## src/rtl/ctrlpipe.sv

```systemverilog
// ctrlpipe: multi-stage control-bundle pipeline register.
// Each stage carries a WIDTH-bit control word plus a valid bit. Stages can be
// flushed or stalled one at a time. A stalled stage also freezes every earlier
// stage. When a stage advances while the stage in front of it holds, it takes
// a bubble. A saturating counter records how many valid entries flushes
// have killed.
module ctrlpipe #(
  parameter int                WIDTH     = 7,
  parameter int                DEPTH     = 2,
  parameter logic [WIDTH-1:0]  RESET_VAL = {WIDTH{1'b0}},
  parameter int                CNTW      = 16
) (
  input  logic                     clk,
  input  logic                     rst,
  input  logic [WIDTH-1:0]         din,
  input  logic                     vin,
  input  logic [DEPTH-1:0]         stall,
  input  logic [DEPTH-1:0]         flush,
  input  logic                     clr_cnt,
  output logic [DEPTH*WIDTH-1:0]   dout,
  output logic [DEPTH-1:0]         vout,
  output logic [CNTW-1:0]          drop_cnt
);

  logic [WIDTH-1:0] data_q [DEPTH];
  logic [WIDTH-1:0] data_d [DEPTH];
  logic [DEPTH-1:0] valid_q;
  logic [DEPTH-1:0] valid_d;
  logic [CNTW-1:0]  cnt_q;
  logic [CNTW-1:0]  cnt_d;
  logic [DEPTH-1:0] hold;
  logic [3:0]       drops;

  // Saturating add of this cycle's drop count (at most 8) to the counter.
  function automatic logic [CNTW-1:0] sat_add(input logic [CNTW-1:0] a,
                                              input logic [3:0]      b);
    logic [CNTW:0] s;
    s = {1'b0, a} + {{(CNTW-3){1'b0}}, b};
    if (s[CNTW]) sat_add = {CNTW{1'b1}};
    else         sat_add = s[CNTW-1:0];
  endfunction

  // hold[i] is the OR of all stalls at or behind stage i.
  always_comb begin
    logic acc;
    acc  = 1'b0;
    hold = '0;
    for (int i = DEPTH - 1; i >= 0; i--) begin
      acc     = acc | stall[i];
      hold[i] = acc;
    end
  end

  // Next stage contents. Priority is flush, then hold, then bubble, then advance.
  always_comb begin
    for (int i = 0; i < DEPTH; i++) begin
      data_d[i]  = data_q[i];
      valid_d[i] = valid_q[i];
    end
    if (flush[0]) begin
      data_d[0]  = RESET_VAL;
      valid_d[0] = 1'b0;
    end else if (!hold[0]) begin
      data_d[0]  = din;
      valid_d[0] = vin;
    end
    for (int i = 1; i < DEPTH; i++) begin
      if (flush[i]) begin
        data_d[i]  = RESET_VAL;
        valid_d[i] = 1'b0;
      end else if (hold[i]) begin
        data_d[i]  = data_q[i];
        valid_d[i] = valid_q[i];
      end else if (hold[i-1]) begin
        data_d[i]  = RESET_VAL;
        valid_d[i] = 1'b0;
      end else begin
        data_d[i]  = data_q[i-1];
        valid_d[i] = valid_q[i-1];
      end
    end
  end

  // Count valid entries being flushed this cycle. A clear wins over counting.
  always_comb begin
    drops = 4'd0;
    for (int i = 0; i < DEPTH; i++) begin
      drops = drops + {3'b000, flush[i] & valid_q[i]};
    end
    if (clr_cnt) cnt_d = '0;
    else         cnt_d = sat_add(cnt_q, drops);
  end

  // Stage and counter registers. Reset forces the idle pipe immediately.
  always_ff @(posedge clk or posedge rst) begin
    if (rst) begin
      for (int i = 0; i < DEPTH; i++) data_q[i] <= RESET_VAL;
      valid_q <= '0;
      cnt_q   <= '0;
    end else begin
      for (int i = 0; i < DEPTH; i++) data_q[i] <= data_d[i];
      valid_q <= valid_d;
      cnt_q   <= cnt_d;
    end
  end

  for (genvar g = 0; g < DEPTH; g++) begin : g_dout
    assign dout[g*WIDTH +: WIDTH] = data_q[g];
  end

  assign vout     = valid_q;
  assign drop_cnt = cnt_q;

endmodule

```

## config.mk

```make
export PLATFORM = sky130hd
export DESIGN_NAME = ctrlpipe
export DESIGN_NICKNAME = d
export VERILOG_FILES = /design/src/rtl/ctrlpipe.sv
export SDC_FILE = /design/constraint.sdc
export NUM_CORES = 1
export LEC_CHECK = 0
export BUFFER_PORTS_ARGS = -buffer_cell sky130_fd_sc_hd__buf_4
export CAP_MARGIN = 40
export CORE_UTILIZATION = 47
export CTS_BUF_LIST = sky130_fd_sc_hd__clkbuf_4 sky130_fd_sc_hd__clkbuf_8
export CTS_CLUSTER_SIZE = 28
export DETAILED_ROUTE_END_ITERATION = 6
export GPL_TIMING_DRIVEN = 0
export MAX_ROUTING_LAYER = met4
export PLACE_DENSITY = 0.84
export SLEW_MARGIN = 40
export SYNTH_ARGS = -nofsm -noshare
export SYNTH_HDL_FRONTEND = slang
export SYNTH_SLANG_ARGS = --single-unit
```

## constraint.sdc

```tcl
create_clock -name clk -period 1.9 [get_ports clk]
set_input_delay 0.095 -clock clk [delete_from_list [all_inputs] [get_ports clk]]
set_output_delay 0.095 -clock clk [all_outputs]
set_load 0.01 [all_outputs]
```

==> key figures <==
Worst setup path
  • Critical path arrival: 2.05 ns
  • Maximum fanout along the worst path: 4
  • Launching point of the worst reg2reg path: vout[0]
  • Worst setup startpoint: vout[0]
  • CP Launch Type: register
  • Path type of the worst setup path: reg -> reg
  • Required arrival time at the worst endpoint: 2.11 ns
  • Kind of end point of the critical path: register

Placement
  • Number of buffers inserted by port buffering: 43
  • Area after DPL: approximately 1900 sq um
  • Hpwl dp: 2500 um
  • Global placement routability congestion: just over 0.8

Synth
  • Portion of synthesized cell area occupied by the leading cell type: between 50 and 60%
  • Most used standard cells in the synthesized netlist: 32 x sky130_fd_sc_hd__dfrtp_1, 21 x sky130_fd_sc_hd__a21oi_1, 19 x sky130_fd_sc_hd__nand2_1, 12 x sky130_fd_sc_hd__nor2_1, 8 x sky130_fd_sc_hd__xnor2_1
  • Cell area after synthesis: approximately 1500 sq um
  • Net Count, Synth: 166
  • Cell with the most instances after synthesis: sky130_fd_sc_hd__dfrtp_1
  • Synth unique cells: 34
  • Largest area contributor in the synthesized netlist: sky130_fd_sc_hd__dfrtp_1
  • Sequential share of the synthesized area: approximately 52%
  • Number of synthesized flops with an enable pin: 0
  • Number of flip-flops and latches in the synthesized netlist: 32
  • Proportion of register bits with asynchronous set or reset after synthesis: 100%
  • Main synth FF type: sky130_fd_sc_hd__dfrtp_1
  • Top cells by area, synth: sky130_fd_sc_hd__dfrtp_1 52%, sky130_fd_sc_hd__a21oi_1 6.9%, sky130_fd_sc_hd__nand2_1 4.7%
  • Per-instance average area after synthesis: ~10 sq um
  • Number of standard cells after synthesis: approximately 150
  • Total number of yosys warnings: 0

Clock tree
  • Clock tree from TritonCTS: yes
  • Cell at the root of the clock tree: sky130_fd_sc_hd__clkbuf_4
  • Clk buf depth: 2
  • Worst skew pair latency: around 0.34 ns
  • Number of H-tree levels: 2
  • Sink Count: 32
  • Clock edge transition at the registers on the reported setup and hold paths: approximately 0.1 ns
  • TritonCTS Buffers: 5

Power and ir drop
  • Share of total power in sequential cells: a little over half
  • Clock network power share: about 39%
  • Leakage power: between 1 and 1.5 nW
  • Net switching power: 0.321 mW
  • Combinational share of power: under 10%
  • Internal power component: 1.02 mW
  • Power per cell area: between 600 and 700 nW/um^2
  • Worst ir drop on vdd: 543 uV
  • Switching portion of total power: 23.9%

Global routing
  • Antenna violations before repair: 0
  • Global-route total usage across every layer: between 20% and 30%
  • Maximum number of pins on one net before global-route repair: 33
  • Number of global-route vias before repair: 1,420
  • Remaining global-route overflow: 0
  • First-pass GRT wire length: 6110 um

Route
  • Vias post-DR: 1,388
  • Via-to-Cell Ratio: about 5.4
  • DR DRC count: 0
  • Count of TritonRoute iterations in the first routing pass: 4
  • DRT antenna net count: 0
  • DRT iter0 DRCs: 47
  • Wire length per cell: 14.7 um
  • Total detailed-routing wirelength: 3800 um

Flow run
  • MaxCap Viol Count: 0

Timing
  • Worst Tran Pin Value: between 0.6 and 0.7 ns
  • Layout Skew: around 0.0077 ns
  • Slew headroom: ~57%
  • Final hold violation count: 0
  • Max Fclk: 545 MHz
  • Fin Hold WS: between 0.07 and 0.08 ns
  • Share of the cycle needed by the critical path after routing: between 90% and 100%
  • Final critical delay including setup and external delays: between 1.5 and 2 ns
  • Number of failing setup endpoints in the final timing report: 0
  • Fin. max-slew vios: 0
  • Unrepaired setup endpoints after global routing: yes

Floorplanning
  • Width of the die: ~59 um
  • Initial cell density of the core: 49.7%
  • Total I/O pin count: 47
  • Std-Cell Rows: 20
  • DIE HEIGHT: 59.0 um
  • Placeable core region: around 3000 sq um
  • Die Outline Area: between 3000 and 4000 sq um

Hold path
  • Worst min-delay path startpoint: stall[0]
  • Path type of the worst min-delay path: in -> reg

Cells and area
  • Final antenna diode count: 0
  • Post-Route Utilization: a little over two thirds
  • Final non-filler cell area: 2150 sq um
  • Layout overhead on the synthesized area: 40.8%
  • Post-layout nets: 231
  • Share of final-layout standard cells stronger than drive strength 1: between 30% and 40%

Outcome
  • Outcome: completed
## cells by family after synthesis
logic type      synth area share (%)
fa+ha+maj                       2.13
compound gates                  14.3
simple gates                    21.3
xor+xnor                        5.16
buf+inv                         4.09
mux                            0.655
flops                           52.4
## power by group through the flow
stage / clock (mW) / sequential, mW / combinational [mW]
3_3_place_gp: 0 / 0.713 / 0.0934
3_5_place_dp: 0 / 0.713 / 0.0969
6_report: 0.524 / 0.700 / 0.117
4_1_cts: 0.529 / 0.700 / 0.115
2_1_floorplan: 0 / 0.717 / 0.0450
5_1_grt: 0.565 / 0.702 / 0.128
## flip-flops by register name (all words and copies together) (netlist names)
name and flops:
drop_cnt 16, dout 14, vout 2
## per-stage QoR
step                      TNS, ns  power [mW]  setup slack [ns]  std cells
after CTS                       0        1.34            0.0197        258
after global routing      -0.0116        1.39          -0.00839        259
after global placement     -0.456       0.806           -0.0458        236
after floorplan                 0       0.762            0.0442        149
final                           0        1.34            0.0637        259
after detailed placement    -1.01       0.810            -0.105        236
## path summary, 6_finish.rpt
kind                            depth (start not counted)           end  slack (ns)
worst max-delay path                                    7  drop_cnt[13]        0.06
worst max register to register                          7  drop_cnt[13]        0.06
worst min-delay path                                    4      dout[13]        0.07
worst min register to register                          2      dout[13]        0.54
min in group asynchronous                               3   drop_cnt[0]        0.39
max in group asynchronous                               3       dout[7]        1.08
## layer usage
metal	global-route usage (%)	share of wire, %
met3	7.86	4.7
met4	10.9	2.0
met2	43.3	54
met1	26.7	39
met5	-	0
## final cells by class
cell class                 count  area, sq um
buffer                         8         40.0
clock buffer                   5         37.5
clock inverter                 3         42.5
fill                         247          925
inverter                       6         22.5
multi-input combinational    103          697
sequential                    32          801
tap                           44         55.1
timing repair buffer          58          458
## what timing repair did
item	CTS	global route
setup endpoints to repair	13	11
buffers inserted	5	0
resized for setup	2	6
hold buffers	9	0
pin swaps	2	4
cloned	0	1
endpoints found under the hold margin	40	0
## worst max-delay path: stages, from the launching register on
cell and delay [ns]:
sky130_fd_sc_hd__dfrtp_1 0.36, sky130_fd_sc_hd__and2_1 0.17, sky130_fd_sc_hd__fa_2 0.26, sky130_fd_sc_hd__buf_4 0.13
sky130_fd_sc_hd__nand4_1 0.23, sky130_fd_sc_hd__nor4_2 0.33, sky130_fd_sc_hd__xnor2_1 0.16, sky130_fd_sc_hd__a21oi_1 0.08
## cell usage in the layout, fill, tap and decap left out, drive strengths merged
cell and n:
nor3 4, nor4 2, dfrtp 32, a22oi 7, nor3b 1, mux2i 1, nand3 3, nand4 6
a31o 1, a21oi 22, xnor2 8, dlygate4sd3 9, clkbuf 10, and2 2, buf 52, ha 1
nor2 13, xor2 1, clkinvlp 1, inv 6, o21a 1, and4 1, a211oi 1, fa 1
a31oi 3, o21ai 1, or2 2, nand2 20, and4b 1, clkinv 1, bufinv 1
(Power assumes the default switching activity.)
